**src/rtl/dmem_master.sv**
```systemverilog
// dmem_master: MEM-stage initiator turning CPU loads/stores into one word-aligned, byte-strobed req/ack access.
// Optional misaligned-access trap is enabled by defining MISALIGN_TRAP_EN.
module dmem_master #(
    parameter int unsigned ADDR_W     = 32,
    parameter int unsigned WAIT_LIMIT = 255
) (
    input  logic              clk_i,
    input  logic              rst_i,
    input  logic              memread_i,
    input  logic              memwrite_i,
    input  logic [2:0]        size_i,
    input  logic [ADDR_W-1:0] addr_i,
    input  logic [31:0]       data_i,
    output logic [31:0]       data_o,
    output logic              stall_o,
    output logic              err_o,
    output logic              mem_req_o,
    output logic              mem_we_o,
    output logic [ADDR_W-1:0] mem_addr_o,
    output logic [3:0]        mem_wstrb_o,
    output logic [31:0]       mem_wdata_o,
    input  logic              mem_ack_i,
    input  logic [31:0]       mem_rdata_i
);
    localparam int unsigned CNT_W = $clog2(WAIT_LIMIT + 1);

    typedef enum logic [1:0] {IDLE, REQ, DONE} state_t;
    state_t state, state_next;

    logic [CNT_W-1:0] wait_cnt;
    logic [2:0]       size_q;
    logic [1:0]       lane_q;
    logic             req_any, timeout;
    logic             is_byte, is_half, is_word;
    logic [1:0]       lane;
    logic [3:0]       wstrb;
    logic [31:0]      wdata;
    logic [7:0]       rd_byte;
    logic [15:0]      rd_half;
    logic [31:0]      load_val;
`ifdef MISALIGN_TRAP_EN
    logic             misalign;
`endif

    // Request decode: low address bits are dropped to the natural alignment of the access size.
    always_comb begin
        req_any = memread_i | memwrite_i;
        is_byte = (size_i == 3'b000) || (size_i == 3'b100);
        is_half = (size_i == 3'b001) || (size_i == 3'b101);
        is_word = !is_byte && !is_half;
        lane    = is_byte ? addr_i[1:0] : (is_half ? {addr_i[1], 1'b0} : 2'b00);
        wstrb   = 4'b0000;
        if (memwrite_i) begin
            if (is_byte)      wstrb = 4'b0001 << lane;
            else if (is_half) wstrb = 4'b0011 << lane;
            else              wstrb = 4'b1111;
        end
        if (is_byte)      wdata = {4{data_i[7:0]}};
        else if (is_half) wdata = {2{data_i[15:0]}};
        else              wdata = data_i;
`ifdef MISALIGN_TRAP_EN
        misalign = (is_half && addr_i[0]) || (is_word && (addr_i[1:0] != 2'b00));
`endif
    end

    always_comb begin
        rd_byte = mem_rdata_i[{lane_q, 3'b000} +: 8];
        rd_half = lane_q[1] ? mem_rdata_i[31:16] : mem_rdata_i[15:0];
        case (size_q)
            3'b000:  load_val = {{24{rd_byte[7]}}, rd_byte};
            3'b100:  load_val = {24'h000000, rd_byte};
            3'b001:  load_val = {{16{rd_half[15]}}, rd_half};
            3'b101:  load_val = {16'h0000, rd_half};
            default: load_val = mem_rdata_i;
        endcase
    end

    always_comb begin
        state_next = state;
        stall_o    = 1'b0;
        timeout    = 1'b0;
        case (state)
            IDLE: begin
                stall_o = req_any;
                if (req_any) begin
`ifdef MISALIGN_TRAP_EN
                    state_next = misalign ? DONE : REQ;
`else
                    state_next = REQ;
`endif
                end
            end
            REQ: begin
                stall_o = 1'b1;
                if (mem_ack_i) begin
                    state_next = DONE;
                end else if (wait_cnt == CNT_W'(WAIT_LIMIT - 1)) begin
                    timeout    = 1'b1;
                    state_next = DONE;
                end
            end
            DONE:    state_next = IDLE;
            default: state_next = IDLE;
        endcase
    end

    always_ff @(posedge clk_i) begin
        if (rst_i) begin
            state       <= IDLE;
            mem_req_o   <= 1'b0;
            mem_we_o    <= 1'b0;
            err_o       <= 1'b0;
            mem_addr_o  <= '0;
            mem_wstrb_o <= '0;
            mem_wdata_o <= '0;
            data_o      <= '0;
            wait_cnt    <= '0;
            size_q      <= '0;
            lane_q      <= '0;
        end else begin
            state <= state_next;
            err_o <= 1'b0;
            case (state)
                IDLE: begin
                    if (req_any) begin
`ifdef MISALIGN_TRAP_EN
                        if (misalign) begin
                            err_o  <= 1'b1;
                            data_o <= '0;
                        end else
`endif
                        begin
                            mem_req_o   <= 1'b1;
                            mem_we_o    <= memwrite_i;
                            mem_addr_o  <= {addr_i[ADDR_W-1:2], 2'b00};
                            mem_wstrb_o <= wstrb;
                            mem_wdata_o <= wdata;
                            size_q      <= size_i;
                            lane_q      <= lane;
                        end
                    end
                end
                REQ: begin
                    if (mem_ack_i) begin
                        mem_req_o <= 1'b0;
                        wait_cnt  <= '0;
                        data_o    <= mem_we_o ? 32'h0 : load_val;
                    end else if (timeout) begin
                        mem_req_o <= 1'b0;
                        wait_cnt  <= '0;
                        err_o     <= 1'b1;
                        data_o    <= '0;
                    end else begin
                        wait_cnt <= wait_cnt + CNT_W'(1);
                    end
                end
                default: ;
            endcase
        end
    end

endmodule
```
**config.mk**
```make
export PLATFORM = sky130hd
export DESIGN_NAME = dmem_master
export DESIGN_NICKNAME = d
export VERILOG_FILES = /design/src/rtl/dmem_master.sv
export SDC_FILE = /design/constraint.sdc
export NUM_CORES = 1
export LEC_CHECK = 0
export ABC_CLOCK_PERIOD_IN_PS = 2960
export CORE_UTILIZATION = 46
export DETAILED_ROUTE_END_ITERATION = 10
export GPL_ROUTABILITY_DRIVEN = 0
export PLACE_DENSITY = 0.85
export REMOVE_ABC_BUFFERS = 1
export SLEW_MARGIN = 20
export SYNTH_ARGS = -nofsm -noshare
export SYNTH_HDL_FRONTEND = slang
export SYNTH_SLANG_ARGS = --single-unit
export TNS_END_PERCENT = 20
```
**constraint.sdc**
```tcl
create_clock -name clk_i -period 2.96 [get_ports clk_i]
set_input_delay 0.592 -clock clk_i [delete_from_list [all_inputs] [get_ports clk_i]]
set_output_delay 0.592 -clock clk_i [all_outputs]
set_load 0.005 [all_outputs]
```
==> impl_results.md, run 1 <==
- Achievable frequency: 408 MHz
- Yosys reg bits: 116
- Critical R2R Launch: size_q[1]$_SDFFE_PP0P_
- Vias in the first global route: 5148
- Die Ht: 106 microns
- Synth Instances: 599
- Compound-Gate Fraction of Synth Area: 0.230
- Critical Path, Cell by Cell: clkdlybuf4s50_1, nor3_1, nor2_1, clkdlybuf4s50_1
- Clk sink count: 116
- Critical Path Stages: 4
- I/O pins: 208
- Multiplexer area fraction after synthesis: 0.0545
- RR Endpoint: data_o[28]$_SDFFE_PP0P_
- Hold buffer count at CTS: 0
- Worst slew pin tran: 0.798 ns
- Max-cap violation count: 0
- Lkg Pwr: 2.87 nW
- CTS tree: built
- Synth Area in Simple Gates: 0.193
- Crit path max-delay family: buffers and inverters
- CTS HTree Levels: 4
- CP max FO: 4
- Slowest CP cell: clkdlybuf4s50_1
- Vias: 5268
- CTS clk-pin slew, worst paths: 0.05 ns
- Largest net degree at the start of global routing: 58
- Core area: 10400 sq um
- Adder-cell share of the synthesized area: 0.00500
- Hpwl dp: 11.0 mm
- Register area: 2320 sq um
- CP Data Required Time: 2.37 ns
- Ys async rst share: 0
- Resized cells post-CTS: 0
- IR drop worst, VDD: 0.380 mV
- Top_reg_cell synth: dfxtp_1
- Hold path depth: 2
- Root Driver: clkbuf_8
- Clock Skew: 0.00802 ns
- Dominant combinational cell family by area after synthesis: compound AO/OA/AOI/OAI gates
- Drt initial violations: 278
- DRT Pass-1 Iters: 5
- Worst R2R Path Depth: 5
- Worst Path Buf+Inv: 2
- Post-route setup TNS: 0 ns
- Drc violations: 0
- Crit path arrival time: 1.86 ns
- Number of synthesized flops with an enable pin: 0
- Final setup violation count: 0
- Fin nets: 893
- Num rows: 37
- Final ANT Viol Nets: 0
- Post-DP Area: 7140 sq um
- Status: complete, no violations
- Yosys top cell by area: dfxtp_1
- Max stage delay on crit path: 0.58 ns
- Tmin final: 2.45 ns
- Yosys cell types: 53
- Die width: 106 microns
- Vias per cell: 5.63
- Slew headroom: 0.466
- Most common library cells after synthesis: nand2_1 (123), dfxtp_1 (116), a21oi_1 (66), nor2_1 (51), clkbuf_1 (37)
- Ys Warns: 0
- Worst setup SP type: input port
- Synth Area in XOR/XNOR: 0.00875
- Critical setup path kind: in -> out
- Wirelength, routed: 16.1 mm
- Synth Area per Inst: 8.36 sq um
- Area delta synth->final: 55.2%
- Final Cell Area: 7770 sq um
- Pwr/cell area: 614 nW/um^2
- Hold Path Sink: mem_addr_o[11]$_SDFFE_PP0P_
- Setup ws final: 0.511 ns
- First-pass GRT wire length: 25.1 mm
- Post-CTS setup repair buffer count: 0
- Clock Latency Late Sink: 0.53 ns
- Cell with the most instances after synthesis: nand2_1
- CTS Buf Count: 17
- Worst hold path type: reg -> reg
- N_diodes: 0
- Grt total ovfl: 0
- Top cell type's share of synthesized area: 0.464
- Flop2flop setup slack: 0.73 ns
- Die area: 11300 sq um
- RSZ-0062 raised after global routing: no
- Layout cells sized above 1: 0.0638
- Synth area leaders: dfxtp_1 (46%), nand2_1 (9.2%), a21oi_1 (6.6%)
- CP Capture Type: primary output
- Critical path's most frequent cell: clkdlybuf4s50_1
- Initial core utilization: 0.481
- Period utilization: 0.827
- Footprint of the multi-input gates: 2480 sq um
- Worst slack at placement: 0.374 ns
- Initial antenna violation count: 0
- All-Layer GR Usage: 0.286
- Max Root-Sink Buffers: 2
- Filler Cell Count: 749
- DR WL/cell: 17.2 microns
- Sequential share of the synthesized area: 0.464
- Final Hold Vio Count: 0
- Cell area after synthesis: 5010 sq um
- Worst Hold Launch: mem_addr_o[11]$_SDFFE_PP0P_
- IO buf count: 205
- Slew Viols, Final: 0
tightest hold or removal path, stage by stage (launching register included):
cell,delay [ns]
dfxtp_1,0.30
nand2_1,0.05
a21oi_1,0.05
state kept, by name (all words and copies together), names as in the netlist:
signal	flops
mem_wdata_o	32
mem_wstrb_o	4
err_o	1
mem_addr_o	30
data_o	32
size_q	3
state	2
lane_q	2
mem_we_o	1
wait_cnt	8
mem_req_o	1
layout by cell type, fill, tap and decap left out, drive strengths merged, types with 3 or more instances in the layout:
cell type      netlist  routed
mux2i               25      25
nor2b                3       3
a211oi               8       8
o221ai               8       8
buf                 12      13
nand2b              11      11
a311oi               8       8
a32o                 6       6
clkinvlp             0       5
o21ai               32      32
o21a                 4       4
bufinv               0       5
clkinv               2       5
and3b                4       4
nor2                51      51
a21oi               66      66
nand2              123     123
nor3                 5       5
o2bb2ai             25      25
dfxtp              116     116
a22oi                3       3
xor2                 3       3
clkdlybuf4s50        0     204
clkbuf              37      19
a211o                4       4
nand4                4       4
or2                  3       3
or3                  6       6
nand3                4       4
metal layers:
metal | vias to the layer above | routed length, microns | GRT usage
met5 | - | 0 | 0
met4 | 0 | 425 | 0.128
met3 | 40 | 1640 | 0.106
met2 | 280 | 7960 | 0.495
met1 | 2465 | 6070 | 0.308
li1 | 2483 | - | -
where the power goes:
group	total (mW)	switching (mW)	internal (mW)
combinational	0.815	0.374	0.441
sequential	1.75	0.0755	1.68
clock	2.21	0.737	1.47
metrics by stage:
stage / cells / power [mW] / hold slack (ns) / util
2_1_floorplan: 551 / 2.08 / 0.447 / -
3_3_place_gp: 904 / 2.56 / 0.441 / 0.685
3_5_place_dp: 904 / 2.58 / 0.446 / 0.685
4_1_cts: 936 / 4.79 / 0.455 / 0.746
5_1_grt: 936 / 4.96 / 0.473 / 0.746
6_report: 936 / 4.77 / 0.452 / 0.746
cell type report:
class | instances | area share
Multi-Input combinational cell | 431 | 0.319
Sequential cell | 116 | 0.299
Timing Repair Buffer | 217 | 0.277
Inverter | 4 | 0.00193
Clock buffer | 19 | 0.0555
Tap cell | 136 | 0.0219
Clock inverter | 13 | 0.0266
cell families after synthesis:
kind of cell / count (synthesis)
other: 1
adder cells (fa/ha/maj): 2
flip-flops: 116
AND/OR/NAND/NOR: 221
AO/OA/AOI/OAI: 175
buffers and inverters: 53
XOR/XNOR: 5
multiplexers: 26
how the worst max path moves through the flow:
stage / startpoint / endpoint / slack (ns)
floorplan: memwrite_i / mem_wstrb_o[0]$_SDFFE_PP0P_ / -1.10
global placement: mem_rdata_i[23] / data_o[28]$_SDFFE_PP0P_ / 0.47
detailed placement: mem_rdata_i[23] / data_o[28]$_SDFFE_PP0P_ / 0.37
CTS: memwrite_i / stall_o / 0.52
global route: memwrite_i / stall_o / 0.42
finish: memwrite_i / stall_o / 0.51
(Power assumes the default switching activity.)
==> inputs of run 2 (changes only) <==
--- a/config.mk
+++ b/config.mk
@@ -5,11 +5,11 @@
 export SDC_FILE = /design/constraint.sdc
 export NUM_CORES = 1
 export LEC_CHECK = 0
-export ABC_CLOCK_PERIOD_IN_PS = 2960
-export CORE_UTILIZATION = 46
+export ABC_CLOCK_PERIOD_IN_PS = 2029
+export CORE_UTILIZATION = 39
 export DETAILED_ROUTE_END_ITERATION = 10
 export GPL_ROUTABILITY_DRIVEN = 0
-export PLACE_DENSITY = 0.85
+export PLACE_DENSITY = 0.77
 export REMOVE_ABC_BUFFERS = 1
 export SLEW_MARGIN = 20
 export SYNTH_ARGS = -nofsm -noshare
==> constraint.sdc (replaced) <==
create_clock -name clk_i -period 2.03 [get_ports clk_i]
set_input_delay 0.406 -clock clk_i [delete_from_list [all_inputs] [get_ports clk_i]]
set_output_delay 0.406 -clock clk_i [all_outputs]
set_load 0.005 [all_outputs]
==> impl_results.md, run 2 (same netlist as run 1, synthesis figures left out) <==
- Status: complete, no violations
- Critical path's most frequent cell: clkdlybuf4s50_1
- Pwr/cell area: 866 nW/um^2 (+41%)
- Biggest regs: data_o (32), mem_wdata_o (32), mem_addr_o (30)
- GR Util met3: 0.0865 (-0.0196)
- Crit path max-delay family: buffers and inverters
- Post-CTS setup repair buffer count: 0 (unchanged)
- Critical setup path kind: in -> out
- DR WL/cell: 15.4 microns (-10%)
- Achievable frequency: 516 MHz
- CTS clk-pin slew, worst paths: 0.05 ns (about the same)
- Tmin final: 1.94 ns
- Critical Path, Cell by Cell: clkdlybuf4s50_1, nor3_1, nor2_1, clkdlybuf4s50_1
- Drc violations: 0 (unchanged)
- Critical Path Stages: 4 (unchanged)
- Final Hold Vio Count: 0 (unchanged)
- Worst setup SP type: input port
- Grt total ovfl: 0 (unchanged)
- RSZ-0062 raised after global routing: no
- CP Data Required Time: 1.62 ns (-0.75 ns)
- Worst Path Buf+Inv: 2 (unchanged)
- Cells after DPL: 956 (+5.8%)
- CP Capture Type: primary output
- All-Layer GR Usage: 0.231 (-0.0541)
- CP max FO: 2 (-2)
- Final ANT Viol Nets: 0 (unchanged)
- Worst slack at placement: -0.0790 ns (-0.453 ns)
- Crit path arrival time: 1.53 ns (-0.33 ns)
- Hold path depth: 2 (unchanged)
- Largest net degree at the start of global routing: 81 (+40%)
- Wirelength, routed: 15.2 mm (-5.3%)
- Root Driver: clkbuf_16
- Most frequent cells in the layout: clkdlybuf4s50_1 (204), nand2_1 (123), dfxtp_1 (116)
- N_diodes: 0 (unchanged)
- Non-filler cells, final: 988 (+5.6%)
- Die width: 115 microns (+8.4%)
- Initial antenna violation count: 0 (unchanged)
- Worst R2R Path Depth: 6 (+1)
- Most common cell after layout, fill and taps aside: clkdlybuf4s50_1
- Total Power: 6.91 mW (+45%)
- Slew Viols, Final: 0 (unchanged)
- Setup ws final: 0.0918 ns (-0.419 ns)
- Post-route setup TNS: 0 ns (unchanged)
- DRT Pass-1 Iters: 4 (-1)
- Max Root-Sink Buffers: 2 (unchanged)
- Clk sink count: 116 (unchanged)
- Slowest CP cell: clkdlybuf4s50_1
- IO buf count: 205 (unchanged)
- Fin nets: 909 (+1.8%)
- Filler Cell Count: 1058 (+41%)
- Layout Utilization: 0.635 (-0.111)
- Max-cap violation count: 0 (unchanged)
- Layout cells sized above 1: 0.0833 (+0.0196)
- Lkg Pwr: 2.98 nW (+4.0%)
- Max stage delay on crit path: 0.50 ns (-0.08 ns)
- Clock Latency Late Sink: 0.41 ns (-0.12 ns)
- Initial core utilization: 0.398 (-0.0823)
- CTS Buf Count: 17 (unchanged)
- Hold buffer count at CTS: 0 (unchanged)
- Global routing usage on met2: 0.376 (-0.120)
- Hpwl dp: 11.1 mm (+1.0%)
- Vias: 5203 (-1.2%)
- CTS tree: built
- Vias in the first global route: 4853 (-5.7%)
- Area delta synth->final: 59.4%
- Worst hold path type: reg -> reg
- I/O pins: 208 (unchanged)
- Final setup violation count: 0 (unchanged)
- Drt initial violations: 318 (+14%)
- Core area: 12600 sq um (+21%)
- Num rows: 41 (+11%)
- IR drop worst, VDD: 0.523 mV (+38%)
- Clock Skew: 0.00506 ns (-0.00297 ns)
- First-pass GRT wire length: 23.9 mm (-4.7%)
- Resized cells post-CTS: 0 (unchanged)
- Die Ht: 115 microns (+8.4%)
- Period utilization: 0.955
- Busiest layer in global routing: met2
- CTS HTree Levels: 4 (unchanged)
- Die area: 13300 sq um (+18%)
- GR Util met1: 0.271 (-0.0372)
- Vias per cell: 5.27 (-6.4%)
==> run 2: cell count changes in the layout (fill, tap and decap cells not counted), sizes merged <==
cell | previous run | this run
buf | 13 | 29
bufinv | 5 | 3
clkbuf | 19 | 23
clkinv | 5 | 7
clkinvlp | 5 | 1
==> run 2: worst paths after layout <==
| path | from | slack, ns | to |
|---|---|---|---|
| worst max-delay path | memwrite_i | 0.09 | stall_o |
| worst min register to register | mem_addr_o[4]$_SDFFE_PP0P_ | 0.45 | mem_addr_o[4]$_SDFFE_PP0P_ |
| worst max register to register | wait_cnt[0]$_SDFFE_PP0P_ | 0.26 | data_o[5]$_SDFFE_PP0P_ |
| worst min-delay path | mem_addr_o[4]$_SDFFE_PP0P_ | 0.45 | mem_addr_o[4]$_SDFFE_PP0P_ |
==> run 2: report_power, final <==
part,total [mW],switching (mW),internal (mW)
Clock,3.13,1.01,2.11
Sequential,2.55,0.100,2.45
Combinational,1.24,0.547,0.691
Total,6.91,1.66,5.25
==> run 2: per-stage QoR <==
step / hold slack, ns / instance area (sq um)
floorplan: 0.447 / 4800
global placement: 0.441 / 7350
detailed placement: 0.445 / 7350
CTS: 0.453 / 7980
global route: 0.470 / 7980
finish: 0.453 / 7980
==> run 2: area by class of cell <==
type | instances | area (sq um) | share of cell area
well taps | 172 | 215 | 0.0270
clock buffers | 23 | 508 | 0.0636
inverters | 4 | 15.0 | 0.00188
multi-input cells | 431 | 2480 | 0.311
repair buffers | 233 | 2320 | 0.291
flip-flops and latches | 116 | 2320 | 0.291
clock inverters | 9 | 123 | 0.0154
==> run 2: worst register-to-register path, stage by stage (launching register included) <==
cell and delay [ns]:
dfxtp_1 0.39, inv_1 0.08, ha_1 0.24, a41oi_1 0.28, o21ba_2 0.30, buf_4 0.27
o2bb2ai_1 0.15
==> run 2: routing by layer <==
layer / wire [microns] / vias up / part of all wire
met5: 0 / - / 0
met4: 278 / 0 / 0.018
met3: 1330 / 26 / 0.087
met1: 6400 / 2423 / 0.42
li1: - / 2525 / -
met2: 7240 / 229 / 0.47
==> inputs of run 3 (changes only) <==
--- a/config.mk
+++ b/config.mk
@@ -5,11 +5,12 @@
 export SDC_FILE = /design/constraint.sdc
 export NUM_CORES = 1
 export LEC_CHECK = 0
-export ABC_CLOCK_PERIOD_IN_PS = 2029
-export CORE_UTILIZATION = 39
+export ABC_CLOCK_PERIOD_IN_PS = 2400
+export CORE_UTILIZATION = 46
 export DETAILED_ROUTE_END_ITERATION = 10
 export GPL_ROUTABILITY_DRIVEN = 0
-export PLACE_DENSITY = 0.77
+export PLACE_DENSITY = 0.85
+export RECOVER_POWER = 50
 export REMOVE_ABC_BUFFERS = 1
 export SLEW_MARGIN = 20
 export SYNTH_ARGS = -nofsm -noshare
==> constraint.sdc (replaced) <==
create_clock -name clk_i -period 2.4 [get_ports clk_i]
set_input_delay 0.48 -clock clk_i [delete_from_list [all_inputs] [get_ports clk_i]]
set_output_delay 0.48 -clock clk_i [all_outputs]
set_load 0.005 [all_outputs]
==> impl_results.md, run 3 (same netlist as run 1, synthesis figures left out) <==
- Status: complete, no violations
- Post-CTS setup repair buffer count: 0 (unchanged)
- Critical Path, Cell by Cell: clkinv_1, o21a_1, a221o_1, o2bb2ai_1
- DRT Pass-1 Iters: 7 (+3)
- Biggest regs: data_o (32), mem_wdata_o (32), mem_addr_o (30)
- Die area: 11300 sq um (-15%)
- All-Layer GR Usage: 0.282 (+0.0509)
- Tmin final: 2.19 ns
- Layout Utilization: 0.747 (+0.112)
- Vias: 5266 (+1.2%)
- Post-route setup TNS: 0 ns (unchanged)
- Vias in the first global route: 5161 (+6.3%)
- Worst setup SP type: flop
- Layout cells sized above 1: 0.0657 (-0.0177)
- RSZ-0062 raised after global routing: no
- First-pass GRT wire length: 25.1 mm (+4.8%)
- DR WL/cell: 16.8 microns (+8.9%)
- CTS clk-pin slew, worst paths: 0.06 ns (about the same)
- CTS tree: built
- Resized cells post-CTS: 0 (unchanged)
- Slew Viols, Final: 0 (unchanged)
- Worst slew pin tran: 0.967 ns
- Area delta synth->final: 55.3%
- Clock Skew: 0.00831 ns (+0.00325 ns)
- Die Ht: 106 microns (-7.8%)
- Num rows: 37 (-9.8%)
- CP Capture Type: flop
- Final setup violation count: 0 (unchanged)
- CP max FO: 16 (+14)
- IO buf count: 205 (unchanged)
- Global routing usage on met2: 0.496 (+0.121)
- Final ANT Viol Nets: 0 (unchanged)
- Period utilization: 0.914
- Wirelength, routed: 15.8 mm (+3.9%)
- Pwr/cell area: 744 nW/um^2 (-14%)
- Grt total ovfl: 0 (unchanged)
- Initial core utilization: 0.481 (+0.0823)
- Max stage delay on crit path: 0.61 ns (+0.11 ns)
- Slowest CP cell: dfxtp_1
- Fin nets: 900 (-0.99%)
- Hpwl dp: 11.1 mm (+0.30%)
- Core area: 10400 sq um (-17%)
- Final Hold Vio Count: 0 (unchanged)
- Clk sink count: 116 (unchanged)
- I/O pins: 208 (unchanged)
- Vias per cell: 5.58 (+6.0%)
- CTS Buf Count: 17 (unchanged)
- Root Driver: clkbuf_8
- Worst hold path type: in -> reg
- Max-cap violation count: 0 (unchanged)
- CTS HTree Levels: 4 (unchanged)
- Critical setup path kind: reg -> reg
- Crit path arrival time: 2.61 ns (+1.08 ns)
- GR Util met1: 0.306 (+0.0352)
- Max Root-Sink Buffers: 2 (unchanged)
- Most frequent cells in the layout: clkdlybuf4s50_1 (192), nand2_1 (123), dfxtp_1 (116)
- Drt initial violations: 335 (+5.3%)
- Hold buffer count at CTS: 0 (unchanged)
- Largest net degree at the start of global routing: 60 (-26%)
- Drc violations: 0 (unchanged)
- Die width: 106 microns (-7.8%)
- Most common cell after layout, fill and taps aside: clkdlybuf4s50_1
- Clock Latency Late Sink: 0.50 ns (+0.09 ns)
- Initial antenna violation count: 0 (unchanged)
- N_diodes: 0 (unchanged)
- Lkg Pwr: 2.92 nW (-2.2%)
- CP Data Required Time: 2.82 ns (+1.20 ns)
- Achievable frequency: 456 MHz
- IR drop worst, VDD: 0.443 mV (-15%)
- Busiest layer in global routing: met2
- Slew headroom: 0.355
- GR Util met3: 0.104 (+0.0172)
run 3: cell count changes in the layout (fill, tap and decap cells not counted), sizes merged:
cell and delta:
buf -15, dlygate4sd3 +12, clkbuf +3, clkdlybuf4s50 -12, bufinv +1, clkinvlp +2
run 3: layer usage:
metal | part of all wire | vias to the layer above
met2 | 0.50 | 265
met5 | 0 | -
met3 | 0.10 | 20
li1 | - | 2506
met4 | 0.015 | 0
met1 | 0.38 | 2475
run 3: area by class of cell:
type	instances	area [sq um]
clock inverters	12	179
well taps	136	170
fillers	763	2640
repair buffers	224	2180
multi-input cells	431	2470
inverters	4	15.0
clock buffers	20	445
flip-flops and latches	116	2320
run 3: final timing paths:
path	from	endpoint	slack [ns]	depth (start not counted)
hold reg to reg	mem_addr_o[8]$_SDFFE_PP0P_	mem_addr_o[8]$_SDFFE_PP0P_	0.45	2
setup reg to reg	size_q[1]$_SDFFE_PP0P_	data_o[29]$_SDFFE_PP0P_	0.21	4
setup / recovery	size_q[1]$_SDFFE_PP0P_	data_o[29]$_SDFFE_PP0P_	0.21	4
hold / removal	rst_i	wait_cnt[0]$_SDFFE_PP0P_	0.20	2
run 3: power by group:
group	internal, mW	leakage [nW]	total, mW	switching (mW)
Sequential	2.07	0.951	2.16	0.0929
Clock	1.74	0.297	2.64	0.896
Combinational	0.539	1.67	0.993	0.454
run 3: critical path: cells and delay by family (launching register included):
| kind | cells | cell delay (ns) |
|---|---|---|
| compound gates | 3 | 1.05 |
| buf+inv | 1 | 0.45 |
| flops | 1 | 0.61 |
run 3: metrics by stage:
step                area [sq um]  setup slack [ns]  total power [mW]  hold slack (ns)  instances
floorplan                   4800             -1.55              2.56            0.447        551
finish                      7780             0.206              5.79            0.201        943
detailed placement          7230            0.0603              3.22            0.447        911
CTS                         7850             0.256              5.86            0.176        943
global route                7780            0.0770              6.02            0.187        943
global placement            7230             0.150              3.18            0.442        911
